[src/rtl/spi_write_master_if.sv]
// Request/response and serial-pin bundle for spi_write_master.
// master: the SPI engine itself; slave: the requester and the attached device.
interface spi_write_master_if;
    logic        spi_start;
    logic        spi_dir;
    logic [23:0] spi_data_tx;
    logic [7:0]  spi_data_depth;
    logic        spi_ready;
    logic [23:0] spi_data_rx;
    logic        spi_rx_valid;
    logic        spi_sclk;
    logic        spi_mosi;
    logic        spi_miso;
    logic        spi_cs_n;

    modport master (
        input  spi_start,
        input  spi_dir,
        input  spi_data_tx,
        input  spi_data_depth,
        input  spi_miso,
        output spi_ready,
        output spi_data_rx,
        output spi_rx_valid,
        output spi_sclk,
        output spi_mosi,
        output spi_cs_n
    );

    modport slave (
        output spi_start,
        output spi_dir,
        output spi_data_tx,
        output spi_data_depth,
        output spi_miso,
        input  spi_ready,
        input  spi_data_rx,
        input  spi_rx_valid,
        input  spi_sclk,
        input  spi_mosi,
        input  spi_cs_n
    );
endinterface

[src/rtl/spi_write_master.sv]
// Mode-0 SPI frame engine for PLL-style register writes (up to 24 bits, MSB first),
// with optional MISO capture; CS rising edge latches the frame in the device.
module spi_write_master #(
    parameter int unsigned CLK_DIV = 2
) (
    input  logic               clk,
    input  logic               rst,
    spi_write_master_if.master bus
);
    localparam logic [7:0] DivLast = 8'(CLK_DIV - 1);

    typedef enum logic [2:0] {StIdle, StSetup, StHigh, StLow, StGap} state_e;

    state_e      state_q;
    logic [7:0]  phase_q;
    logic [4:0]  bit_q;
    logic        last_q;
    logic        dir_q;
    logic [23:0] tx_q;
    logic [23:0] rx_shift_q;
    logic [23:0] data_rx_q;
    logic        ready_q;
    logic        rx_valid_q;
    logic        sclk_q;
    logic        mosi_q;
    logic        cs_n_q;

    logic [4:0]  depth_eff;
    logic        phase_done;

    // Zero and oversize depths both mean a full 24-bit frame.
    always_comb begin
        depth_eff = 5'd24;
        if (bus.spi_data_depth != 8'd0 && bus.spi_data_depth <= 8'd24) begin
            depth_eff = bus.spi_data_depth[4:0];
        end
    end

    assign phase_done = (phase_q == 8'd0);

    always_ff @(posedge clk) begin
        if (rst) begin
            state_q    <= StIdle;
            phase_q    <= 8'd0;
            bit_q      <= 5'd0;
            last_q     <= 1'b0;
            dir_q      <= 1'b0;
            tx_q       <= 24'd0;
            rx_shift_q <= 24'd0;
            data_rx_q  <= 24'd0;
            ready_q    <= 1'b1;
            rx_valid_q <= 1'b0;
            sclk_q     <= 1'b0;
            mosi_q     <= 1'b0;
            cs_n_q     <= 1'b1;
        end else begin
            rx_valid_q <= 1'b0;
            unique case (state_q)
                StIdle: begin
                    if (bus.spi_start) begin
                        state_q    <= StSetup;
                        phase_q    <= DivLast;
                        tx_q       <= bus.spi_data_tx;
                        dir_q      <= bus.spi_dir;
                        bit_q      <= depth_eff - 5'd1;
                        last_q     <= 1'b0;
                        rx_shift_q <= 24'd0;
                        mosi_q     <= bus.spi_data_tx[depth_eff - 5'd1];
                        cs_n_q     <= 1'b0;
                        ready_q    <= 1'b0;
                    end
                end

                StSetup: begin
                    if (phase_done) begin
                        state_q <= StHigh;
                        phase_q <= DivLast;
                        sclk_q  <= 1'b1;
                    end else begin
                        phase_q <= phase_q - 8'd1;
                    end
                end

                StHigh: begin
                    // MISO is captured once, at the end of the first high cycle.
                    if (dir_q && phase_q == DivLast) begin
                        rx_shift_q <= {rx_shift_q[22:0], bus.spi_miso};
                    end
                    if (phase_done) begin
                        state_q <= StLow;
                        phase_q <= DivLast;
                        sclk_q  <= 1'b0;
                        last_q  <= (bit_q == 5'd0);
                        if (bit_q != 5'd0) begin
                            bit_q  <= bit_q - 5'd1;
                            mosi_q <= tx_q[bit_q - 5'd1];
                        end
                    end else begin
                        phase_q <= phase_q - 8'd1;
                    end
                end

                StLow: begin
                    if (phase_done) begin
                        phase_q <= DivLast;
                        if (last_q) begin
                            // Low phase after the final bit doubles as CS hold time.
                            state_q <= StGap;
                            cs_n_q  <= 1'b1;
                            mosi_q  <= 1'b0;
                        end else begin
                            state_q <= StHigh;
                            sclk_q  <= 1'b1;
                        end
                    end else begin
                        phase_q <= phase_q - 8'd1;
                    end
                end

                StGap: begin
                    if (phase_done) begin
                        state_q <= StIdle;
                        ready_q <= 1'b1;
                        if (dir_q) begin
                            data_rx_q  <= rx_shift_q;
                            rx_valid_q <= 1'b1;
                        end
                    end else begin
                        phase_q <= phase_q - 8'd1;
                    end
                end

                default: begin
                    state_q <= StIdle;
                    ready_q <= 1'b1;
                    cs_n_q  <= 1'b1;
                    sclk_q  <= 1'b0;
                    mosi_q  <= 1'b0;
                end
            endcase
        end
    end

    assign bus.spi_ready    = ready_q;
    assign bus.spi_data_rx  = data_rx_q;
    assign bus.spi_rx_valid = rx_valid_q;
    assign bus.spi_sclk     = sclk_q;
    assign bus.spi_mosi     = mosi_q;
    assign bus.spi_cs_n     = cs_n_q;
endmodule

[src/flat_wrapper.sv]
// flat-port wrapper written by rule: the top's interface ports become plain ports
module spi_write_master_flat 
#(
    parameter int unsigned CLK_DIV = 2
)
  (clk, rst, bus_spi_start, bus_spi_dir, bus_spi_data_tx, bus_spi_data_depth, bus_spi_miso, bus_spi_ready, bus_spi_data_rx, bus_spi_rx_valid, bus_spi_sclk, bus_spi_mosi, bus_spi_cs_n);
  spi_write_master_if bus_i ();
  input  logic clk;
  input  logic rst;
  input wire logic [$bits(bus_i.spi_start)-1:0] bus_spi_start;
  input wire logic [$bits(bus_i.spi_dir)-1:0] bus_spi_dir;
  input wire logic [$bits(bus_i.spi_data_tx)-1:0] bus_spi_data_tx;
  input wire logic [$bits(bus_i.spi_data_depth)-1:0] bus_spi_data_depth;
  input wire logic [$bits(bus_i.spi_miso)-1:0] bus_spi_miso;
  output wire logic [$bits(bus_i.spi_ready)-1:0] bus_spi_ready;
  output wire logic [$bits(bus_i.spi_data_rx)-1:0] bus_spi_data_rx;
  output wire logic [$bits(bus_i.spi_rx_valid)-1:0] bus_spi_rx_valid;
  output wire logic [$bits(bus_i.spi_sclk)-1:0] bus_spi_sclk;
  output wire logic [$bits(bus_i.spi_mosi)-1:0] bus_spi_mosi;
  output wire logic [$bits(bus_i.spi_cs_n)-1:0] bus_spi_cs_n;
  assign bus_i.spi_start = bus_spi_start;
  assign bus_i.spi_dir = bus_spi_dir;
  assign bus_i.spi_data_tx = bus_spi_data_tx;
  assign bus_i.spi_data_depth = bus_spi_data_depth;
  assign bus_i.spi_miso = bus_spi_miso;
  assign bus_spi_ready = bus_i.spi_ready;
  assign bus_spi_data_rx = bus_i.spi_data_rx;
  assign bus_spi_rx_valid = bus_i.spi_rx_valid;
  assign bus_spi_sclk = bus_i.spi_sclk;
  assign bus_spi_mosi = bus_i.spi_mosi;
  assign bus_spi_cs_n = bus_i.spi_cs_n;
  spi_write_master #(.CLK_DIV(CLK_DIV)) u_core (.clk(clk), .rst(rst), .bus(bus_i));
endmodule
[config.mk]
export PLATFORM = sky130hd
export DESIGN_NAME = spi_write_master_flat
export DESIGN_NICKNAME = d
export VERILOG_FILES = /design/src/rtl/spi_write_master_if.sv /design/src/rtl/spi_write_master.sv /design/src/flat_wrapper.sv
export SDC_FILE = /design/constraint.sdc
export NUM_CORES = 1
export LEC_CHECK = 0
export BUFFER_PORTS_ARGS = -buffer_cell sky130_fd_sc_hd__buf_2
export CORE_MARGIN = 1.5
export CORE_UTILIZATION = 40
export CTS_BUF_LIST = sky130_fd_sc_hd__clkbuf_4
export DETAILED_ROUTE_END_ITERATION = 8
export MAX_ROUTING_LAYER = met4
export PLACE_DENSITY = 0.62
export REMOVE_ABC_BUFFERS = 1
export SLEW_MARGIN = 20
export SYNTH_ARGS = -nofsm -noshare
export SYNTH_HDL_FRONTEND = slang
export SYNTH_SLANG_ARGS = --single-unit
[constraint.sdc]
create_clock -name clk -period 4.3 [get_ports clk]
set_input_delay 0.645 -clock clk [delete_from_list [all_inputs] [get_ports clk]]
set_output_delay 0.645 -clock clk [all_outputs]
set_load 0.05 [all_outputs]
Word-level counts from Yosys, hierarchy flattened. Cells that the tools add are included.

Add/subtract/negate cells: 3. Order comparisons: 3. Equal/unequal tests: 15. Mux-type cells: 42. Bitwise logic cells: 6. Reduce and logical (&&, ||, !) cells: 25.

Operator list (count): $mux 24 (2); $pmux 24 s2 (1); $mux 8 (3); $pmux 8 s3 (1); $mux 5 (4); $mux 3 (6); $mux 1 (16); $pmux 3 s5 (1); $reduce_and 3->1 (5); $ne 2x1->1 const B (7); $lt 5x6->1 const B (2); $bmux 1 s5 (2); $pmux 5 s2 (1); $reduce_and 5->1 (2); $sub 5x1->5 const B (2); $reduce_or 3->1 (3); $eq 8x1->1 const B (1); $le 8x5->1 const B (1); $logic_not 8->1 (1); $pmux 1 s4 (2); $reduce_and 4->1 (2); $reduce_bool 8->1 (1); $sub 8x1->8 const B (1); $eq 3x2->1 const B (2); 15 further kinds (25).

Register bits: 95. Input port bits: 37. Output and inout port bits: 29.

Logic depth before layout (Yosys ltp). Gate-level depths: netlist of the first run.

Depth in word-level cells: 8. Mapped depth: 13. Mapped depth without buffers: 11.

Worst setup path after synthesis of the first run. No wires, ideal clock.

Kind: in2reg. Start point: input bus_spi_data_depth[4]. End point: register u_core.mosi_q (netlist: u_core.bus.spi_mosi). Setup time: 122 ps. Arrival: 3058 ps. Data required time: 4178 ps. Slack: 1120 ps. Stages on the path: 12. Path through: a2111oi_4 and2_1 buf_4 inv_1 ha_1 clkbuf_1 xor2_1 mux2_2 a32o_1 nor4_1 nor4_1 a221o_1.

Word-level cells in the longest chain between the ends: 8. Elaborated cells on any way between the ends: 9. Those cells by class: add/sub: 1; order compare: 1; mux: 5; reduce/logical: 2.

RTL lines: from (decl) (line flat_wrapper.sv:13) `input wire logic [$bits(bus_i.spi_data_depth)-1:0] bus_spi_data_depth;`; $le 8x5->1 / $reduce_bool 8->1 (equally long branches) (line spi_write_master.sv:34) `if (bus.spi_data_depth != 8'd0 && bus.spi_data_depth <= 8'd24) begin`; $logic_and 1x1->1 (line spi_write_master.sv:34); $mux 5 (*) (line spi_write_master.sv:34); $sub 5x1->5 (*) (line spi_write_master.sv:68) `mosi_q <= bus.spi_data_tx[depth_eff - 5'd1];`; $bmux 1 s5 (*) (line spi_write_master.sv:68); $mux 1 (implied by the code) (*) (line spi_write_master.sv:68); $mux 1 (*) (line spi_write_master.sv:60) `if (bus.spi_start) begin`; $pmux 1 s4 (*) (line spi_write_master.sv:58) `unique case (state_q)`; to (signal assigned) (line spi_write_master.sv:68); to (signal assigned) (line spi_write_master.sv:96) `mosi_q <= tx_q[bit_q - 5'd1];`; to (decl) (line spi_write_master.sv:25) `logic mosi_q;`.

Mark *: on every way between the ends. The rest lies on a longest branch, timed or not. The select of a mux whose other input is x is not followed. A chain may end at the register's enable or synchronous reset.

Final worst setup path of the first run. Ends and elaborated chain as after synthesis.

==> results.py, run 1 <==
metrics = {
    "timing": {
        "relSlewSlack_pct": 39.3,
        "fin_crit_sh_pct": 77.5,
        "setup_tns_ns": 0,
        "fin_crit_ns": 3.33,
        "setup_viol": 0,
        "rsz0062_at_grt": "no",
        "final_max_slew_viol_count": 0,
        "finalHoldViolations": 0,
        "clock_skew_ns": 0.0205,
        "fmax_mhz": 300,
        "worstMarginPinSlew_ns": 0.909,
    },
    "power_and_ir_drop": {
        "p_per_area_mw_per_mm2": 513,
        "p_total_mw": 2.55,
        "leakage_nw": 1.91,
        "ir_drop_mv": 0.251,
    },
    "detailed_routing": {
        "wl_per_cell_um": 14.0,
        "via_per_inst": 5.39,
        "drc": 0,
        "first_iter_violations": 272,
        "drt-total-wl_um": 10700,
        "drt-pass1-iter-count": 6,
        "antenna_left": 0,
        "vias": 4126,
    },
    "clock_network": {
        "hold_buffers": 0,
        "htree_levels": 3,
        "cts_tree": "built",
        "insertion_delay_ns": 0.48,
        "cts_sinks": 95,
        "cts_made_buffers": 9,
        "root_buffer": "clkbuf_4",
        "cts_buffer_depth": 2,
        "cts.reportedPaths.clkPinSlew_ns": 0.15,
        "cts-resized-gates": 0,
        "cts_setup_buffers": 0,
    },
    "die": {
        "placementRows": 38,
        "start_util_pct": 41.1,
        "core-area_sq_mm": 0.0109,
        "die_height_um": 109,
        "dieWidth_um": 109,
        "dieArea_sq_mm": 0.0118,
        "io_pins": 66,
    },
    "logic_synthesis": {
        "ys_seq_elements": 95,
        "ys_types": 60,
        "synthFlopType": "dfxtp_1",
        "synth_edf_count": 0,
        "ys_async_sr_fraction_pct": 0,
        "post-synth-top-area-cell": "dfxtp_1",
        "synth.area.top_cells": "dfxtp_1, nand2_1, a21oi_1",
        "netlist_area_sq_mm": 0.00448,
        "syn_area_per_cell_sq_um": 7.78,
        "yosys_warnings": 0,
        "syn_inst": 576,
        "yosysSeqAreaShare_pct": 42.5,
        "synth_top_cell_area_share_pct": 42.5,
    },
    "final_layout": {
        "final_cells": 765,
        "areaGrowthSynthToFinish_pct": 11.1,
        "nets": 663,
        "fin_area_sq_mm": 0.00498,
        "drive_gt1_share_pct": 16.2,
        "diodes": 0,
        "fin_util_pct": 45.7,
    },
    "status": {
        "status": "finished clean",
    },
    "critical_path": {
        "endpoint_kind": "register",
        "required_ns": 4.69,
        "startpoint_type": "input pin",
        "cp.arrival_ns": 3.72,
        "crit_type": "in -> reg",
        "critPathMaxFanout": 11,
    },
    "global_routing": {
        "grt_first_pass_wirelength_um": 17700,
        "grt_pass1_vias": 3703,
        "grt_overflow": 0,
        "grtUsageTotal_pct": 19.7,
        "antenna_found_initial": 0,
        "grt_max_degree": 50,
    },
    "place": {
        "placed_cell_area_sq_mm": 0.00486,
        "post-place-cells": 749,
        "routabilityCongestion": 0.928,
        "dp_hpwl_um": 7440,
        "port_buffers": 65,
    },
    "flow_run": {
        "cap_violations": 0,
    },
    "worst_hold_path": {
        "hold_path.class": "in -> reg",
    },
}
-- kinds of logic (layout without fill, tap and decap cells) --
kind of cell | Yosys count | after routing | share of synthesized area [%]
xor+xnor | 10 | 10 | 2.12
compound gates | 140 | 140 | 18.8
simple gates | 260 | 260 | 25.5
flops | 95 | 95 | 42.5
mux | 18 | 18 | 5.22
buf+inv | 47 | 96 | 4.25
fa+ha+maj | 6 | 6 | 1.68
-- per-stage QoR --
| stage | setup WS (ns) | hold slack, ns |
|---|---|---|
| 2_1_floorplan | 1.11 | 0.426 |
| 3_3_place_gp | 0.719 | 0.439 |
| 3_5_place_dp | 0.533 | 0.445 |
| 4_1_cts | 1.03 | 0.377 |
| 5_1_grt | 0.806 | 0.379 |
| 6_report | 0.967 | 0.402 |
-- report_power, final --
part | switching (mW) | leakage [nW] | internal (mW)
Clock | 0.307 | 0.0618 | 0.119
Combinational | 0.653 | 1.08 | 0.367
Sequential | 0.110 | 0.773 | 0.995
-- worst max-delay path, stage by stage --
cell,delay [ns]
buf_2,0.15
a2111oi_4,0.50
and2_1,0.37
inv_1,0.16
ha_1,0.36
inv_1,0.21
nand3_2,0.12
and2_4,0.21
a2111oi_1,0.46
o32a_1,0.21
nor4_1,0.05
a221o_1,0.26
-- final cells by class --
type                            instances  area (sq um)
Fill cell                            1101          5910
Multi-Input combinational cell        434          2390
Timing Repair Buffer                   70           363
Tap cell                              140           175
Clock inverter                          7          46.3
Clock buffer                            9          67.6
Sequential cell                        95          1900
Inverter                               10          37.5
-- synthesized netlist by cell type, drive strengths merged, types with 6 or more instances --
cell      n
a21oi    90
and3      6
clkbuf   32
dfxtp    95
ha        6
inv      10
mux2i    11
nand2   147
nand3    40
nor2     30
nor3      9
o21ai    19
xor2      9
-- layout by cell type, fill, tap and decap left out, types with 2 or more instances in the layout --
| cell type | instances |
|---|---|
| a31oi_1 | 2 |
| clkinv_1 | 2 |
| inv_6 | 2 |
| a211oi_1 | 2 |
| clkbuf_4 | 9 |
| buf_2 | 65 |
| nand2_1 | 147 |
| and3_1 | 6 |
| nor4_1 | 4 |
| a21oi_1 | 90 |
| nor3_1 | 9 |
| nand2b_1 | 4 |
| and2_1 | 2 |
| a21boi_0 | 2 |
| xor2_1 | 8 |
| or2_2 | 2 |
| mux2i_1 | 11 |
| dfxtp_1 | 95 |
| ha_1 | 6 |
| buf_4 | 5 |
| mux2_2 | 2 |
| nand4_1 | 3 |
| a22oi_1 | 4 |
| nor2b_1 | 4 |
| a311oi_1 | 3 |
| o21ai_2 | 2 |
| nand3_1 | 39 |
| nor2_1 | 30 |
| or3_1 | 2 |
| nand4b_1 | 2 |
| inv_1 | 10 |
| mux4_2 | 4 |
| o21bai_1 | 2 |
| o21ai_1 | 2 |
| o21ai_0 | 15 |
-- worst paths after layout --
path | end | cells after the start | slack [ns] | start
max reg2reg | u_core.bus.spi_mosi$_SDFFE_PP0P_ | 9 | 1.26 | u_core.bit_q[0]$_SDFFE_PP0P_
max | u_core.bus.spi_mosi$_SDFFE_PP0P_ | 12 | 0.97 | bus_spi_data_depth[4]
min reg2reg | u_core.bus.spi_data_rx[11]$_SDFFE_PP0P_ | 2 | 0.46 | u_core.bus.spi_data_rx[11]$_SDFFE_PP0P_
min | u_core.dir_q$_SDFFE_PP0P_ | 3 | 0.40 | bus_spi_dir
-- metal layers --
metal,part of all wire (%),vias to the layer above,global-route usage (%)
li1,-,2079,-
met1,46,1896,24.6
met2,46,137,31.2
met3,6.0,14,5.50
met4,1.2,0,5.08
met5,0,-,-
-- flip-flops by register name, indices dropped and copies added, names as in the netlist --
register / count
u_core.bus.spi_data_rx: 24
u_core.rx_shift_q: 24
u_core.tx_q: 24
u_core.phase_q: 8
u_core.bit_q: 5
u_core.state_q: 3
u_core.bus.spi_cs_n: 1
u_core.bus.spi_mosi: 1
u_core.bus.spi_ready: 1
u_core.bus.spi_rx_valid: 1
u_core.bus.spi_sclk: 1
u_core.dir_q: 1
u_core.last_q: 1
(Power assumes the default switching activity.)
==> run 2, diff against run 1 <==
Settings changed: ABC_AREA set to 1, PLACE_DENSITY 0.62 to 0.65.
Clock period 4.3 ns to 2.69 ns, I/O delays scaled along.
==> run 2 against run 1 <==
Net effect: utilization grew 0.43 points; count of clock-buffer cells in the layout is the same; global-route usage is essentially flat; sequential power grew 56%; critical path type is now reg -> reg; first-iteration DRC count shrank 5.9%; total power grew 85%; largest power group is now combinational logic; setup slack lost 0.38 ns; final cell count grew 6.3%; clock skew shrank 0.0026 ns.
==> results.py, run 2 <==
metrics = {
    "logic_synthesis": {
        "synth_edf_count": 0,
        "synthFlopType": "dfxtp_1",
        "syn_area_per_cell_sq_um": 7.25,
        "netlist_area_sq_mm": 0.00443,
        "yosys_warnings": 0,
        "post-synth-top-area-cell": "dfxtp_1",
        "synth_top_cell_area_share_pct": 42.9,
        "synth.area.top_cells": "dfxtp_1, a21oi_1, nand2_1",
        "ys_top_cells_by_count": "nand2_1, dfxtp_1, a21oi_1",
        "ys_async_sr_fraction_pct": 0,
        "ys_types": 40,
        "syn_inst": 611,
        "ys_seq_elements": 95,
        "yosysSeqAreaShare_pct": 42.9,
        "synthMostInstantiatedCell": "nand2_1",
    },
    "die": {
        "core-area_sq_mm": 0.0108,
        "start_util_pct": 40.9,
        "io_pins": 66,
        "dieArea_sq_mm": 0.0117,
        "placementRows": 38,
        "dieWidth_um": 108,
        "die_height_um": 108,
    },
    "global_routing": {
        "grt_max_degree": 47,
        "grt_first_pass_wirelength_um": 18000,
        "grt_overflow": 0,
        "antenna_found_initial": 0,
        "grtUsageTotal_pct": 19.7,
        "grt_pass1_vias": 3877,
    },
    "timing": {
        "fmax_mhz": 475,
        "setup_tns_ns": 0,
        "final_max_slew_viol_count": 0,
        "setup_viol": 0,
        "setup_slack_ns": 0.583,
        "fin_crit_sh_pct": 78.3,
        "worstMarginPinSlew_ns": 0.812,
        "fin_hold_ws_ns": 0.201,
        "fin_crit_ns": 2.11,
        "finalHoldViolations": 0,
        "relSlewSlack_pct": 45.8,
        "clock_skew_ns": 0.0179,
        "rsz0062_at_grt": "no",
    },
    "detailed_routing": {
        "drt-pass1-iter-count": 4,
        "drt-total-wl_um": 10700,
        "wl_per_cell_um": 13.1,
        "antenna_left": 0,
        "via_per_inst": 5.11,
        "vias": 4157,
        "drc": 0,
        "first_iter_violations": 256,
    },
    "place": {
        "dp_slack_ns": 0.245,
        "dp_hpwl_um": 7610,
        "post-place-cells": 797,
        "placed_cell_area_sq_mm": 0.00485,
        "port_buffers": 65,
        "routabilityCongestion": 0.876,
    },
    "critical_path": {
        "r2r_start": "u_core.bit_q[1]$_SDFFE_PP0P_",
        "critPathSlowestCell": "ha_1",
        "required_ns": 3.05,
        "slowest_delay_ns": 0.40,
        "crit_start": "u_core.bit_q[1]$_SDFFE_PP0P_",
        "crit_type": "reg -> reg",
        "startpoint_type": "register",
        "worstPathCellList": "inv_1 -> ha_1 -> clkinv_1 -> a21oi_1 -> o21ai_0 -> nand3_1 -> nand3_1 -> nand4_1 -> nor3b_1 -> a21oi_1",
        "critical_path_depth": 10,
        "r2r_cells": 10,
        "critPathMaxFanout": 9,
        "cp-endpoint": "u_core.bus.spi_mosi$_SDFFE_PP0P_",
        "crit_family": "simple AND/OR/NAND/NOR gates",
        "r2r_end": "u_core.bus.spi_mosi$_SDFFE_PP0P_",
        "endpoint_kind": "register",
        "r2r_slack_ns": 0.58,
        "cp_num_buf_inv": 2,
        "cp.arrival_ns": 2.46,
    },
    "flow_run": {
        "cap_violations": 0,
    },
    "clock_network": {
        "cts-resized-gates": 0,
        "htree_levels": 3,
        "hold_buffers": 0,
        "cts_setup_buffers": 0,
        "root_buffer": "clkbuf_4",
        "cts_buffer_depth": 2,
        "cts.reportedPaths.clkPinSlew_ns": 0.16,
        "cts_sinks": 95,
        "cts_made_buffers": 9,
        "cts_tree": "built",
        "insertion_delay_ns": 0.45,
    },
    "power_and_ir_drop": {
        "ir_drop_mv": 0.340,
        "p_total_mw": 4.72,
        "leakage_nw": 2.19,
        "p_per_area_mw_per_mm2": 943,
    },
    "final_layout": {
        "nets": 711,
        "final_common_cell": "nand2_1",
        "fin_util_pct": 46.2,
        "drive_gt1_share_pct": 19.2,
        "seq_area_sq_mm": 0.00190,
        "multiInputGateArea_sq_mm": 0.00219,
        "final_cells": 813,
        "areaGrowthSynthToFinish_pct": 12.9,
        "fin_area_sq_mm": 0.00500,
        "layout_common_cells": "nand2_1, dfxtp_1, a21oi_1",
        "nFillCells": 1150,
        "diodes": 0,
    },
    "status": {
        "status": "finished clean",
    },
    "worst_hold_path": {
        "hold_path.class": "in -> reg",
    },
}
[run 2: changes by cell type in the layout (fill, tap and decap cells not counted), sizes merged, moves of 9 or more]
cell	before	now
nor2	30	87
o21ai	19	66
inv	12	52
a21oi	90	81
nand2	147	113
nand3	40	51
mux2i	11	0
[run 2: worst min path at each step]
stage                                       startpoint                           endpoint  slack, ns  depth (start not counted)
final                                     bus_spi_miso  u_core.rx_shift_q[0]$_SDFFE_PP0P_       0.20                          3
after floorplan           u_core.tx_q[13]$_SDFFE_PP0P_       u_core.tx_q[13]$_SDFFE_PP0P_       0.43                          2
after global placement     u_core.tx_q[5]$_SDFFE_PP0P_        u_core.tx_q[5]$_SDFFE_PP0P_       0.44                          2
after global routing                      bus_spi_miso  u_core.rx_shift_q[0]$_SDFFE_PP0P_       0.17                          3
after detailed placement  u_core.tx_q[17]$_SDFFE_PP0P_       u_core.tx_q[17]$_SDFFE_PP0P_       0.44                          2
after CTS                                 bus_spi_miso  u_core.rx_shift_q[0]$_SDFFE_PP0P_       0.20                          3
[run 2: area by class of cell]
type,count,share of cell area [%]
multi-input cells,438,43.8
flip-flops and latches,95,38.0
repair buffers,73,7.70
inverters,51,3.90
well taps,140,3.50
clock inverters,7,1.70
clock buffers,9,1.35
[run 2: report_power, final]
| part | switching [mW] | internal (mW) | total [mW] | leakage, nW |
|---|---|---|---|---|
| logic | 1.49 | 0.667 | 2.16 | 1.34 |
| clock network | 0.525 | 0.303 | 0.828 | 0.0770 |
| registers | 0.129 | 1.60 | 1.73 | 0.774 |
[run 2: per-layer routing]
layer	wire (um)	up-vias	global-route usage (%)	part of all wire [%]
met4	163	0	6.02	1.5
met2	5140	95	32.3	48
met5	0	-	-	0
met3	431	16	3.56	4.0
met1	4920	1910	24.7	46
li1	-	2136	-	-
[run 2: tightest hold or removal path: stages]
cell     delay, ns
buf_2         0.10
nand3_1       0.07
a21oi_1       0.05
[run 2: kinds of logic (layout without fill, tap and decap cells)]
logic type | after synthesis | after routing | share of synthesized area (%)
buf+inv | 78 | 140 | 7.57
fa+ha+maj | 6 | 6 | 1.69
xor+xnor | 6 | 6 | 1.19
simple gates | 268 | 268 | 27.3
compound gates | 158 | 158 | 19.4
flops | 95 | 95 | 42.9
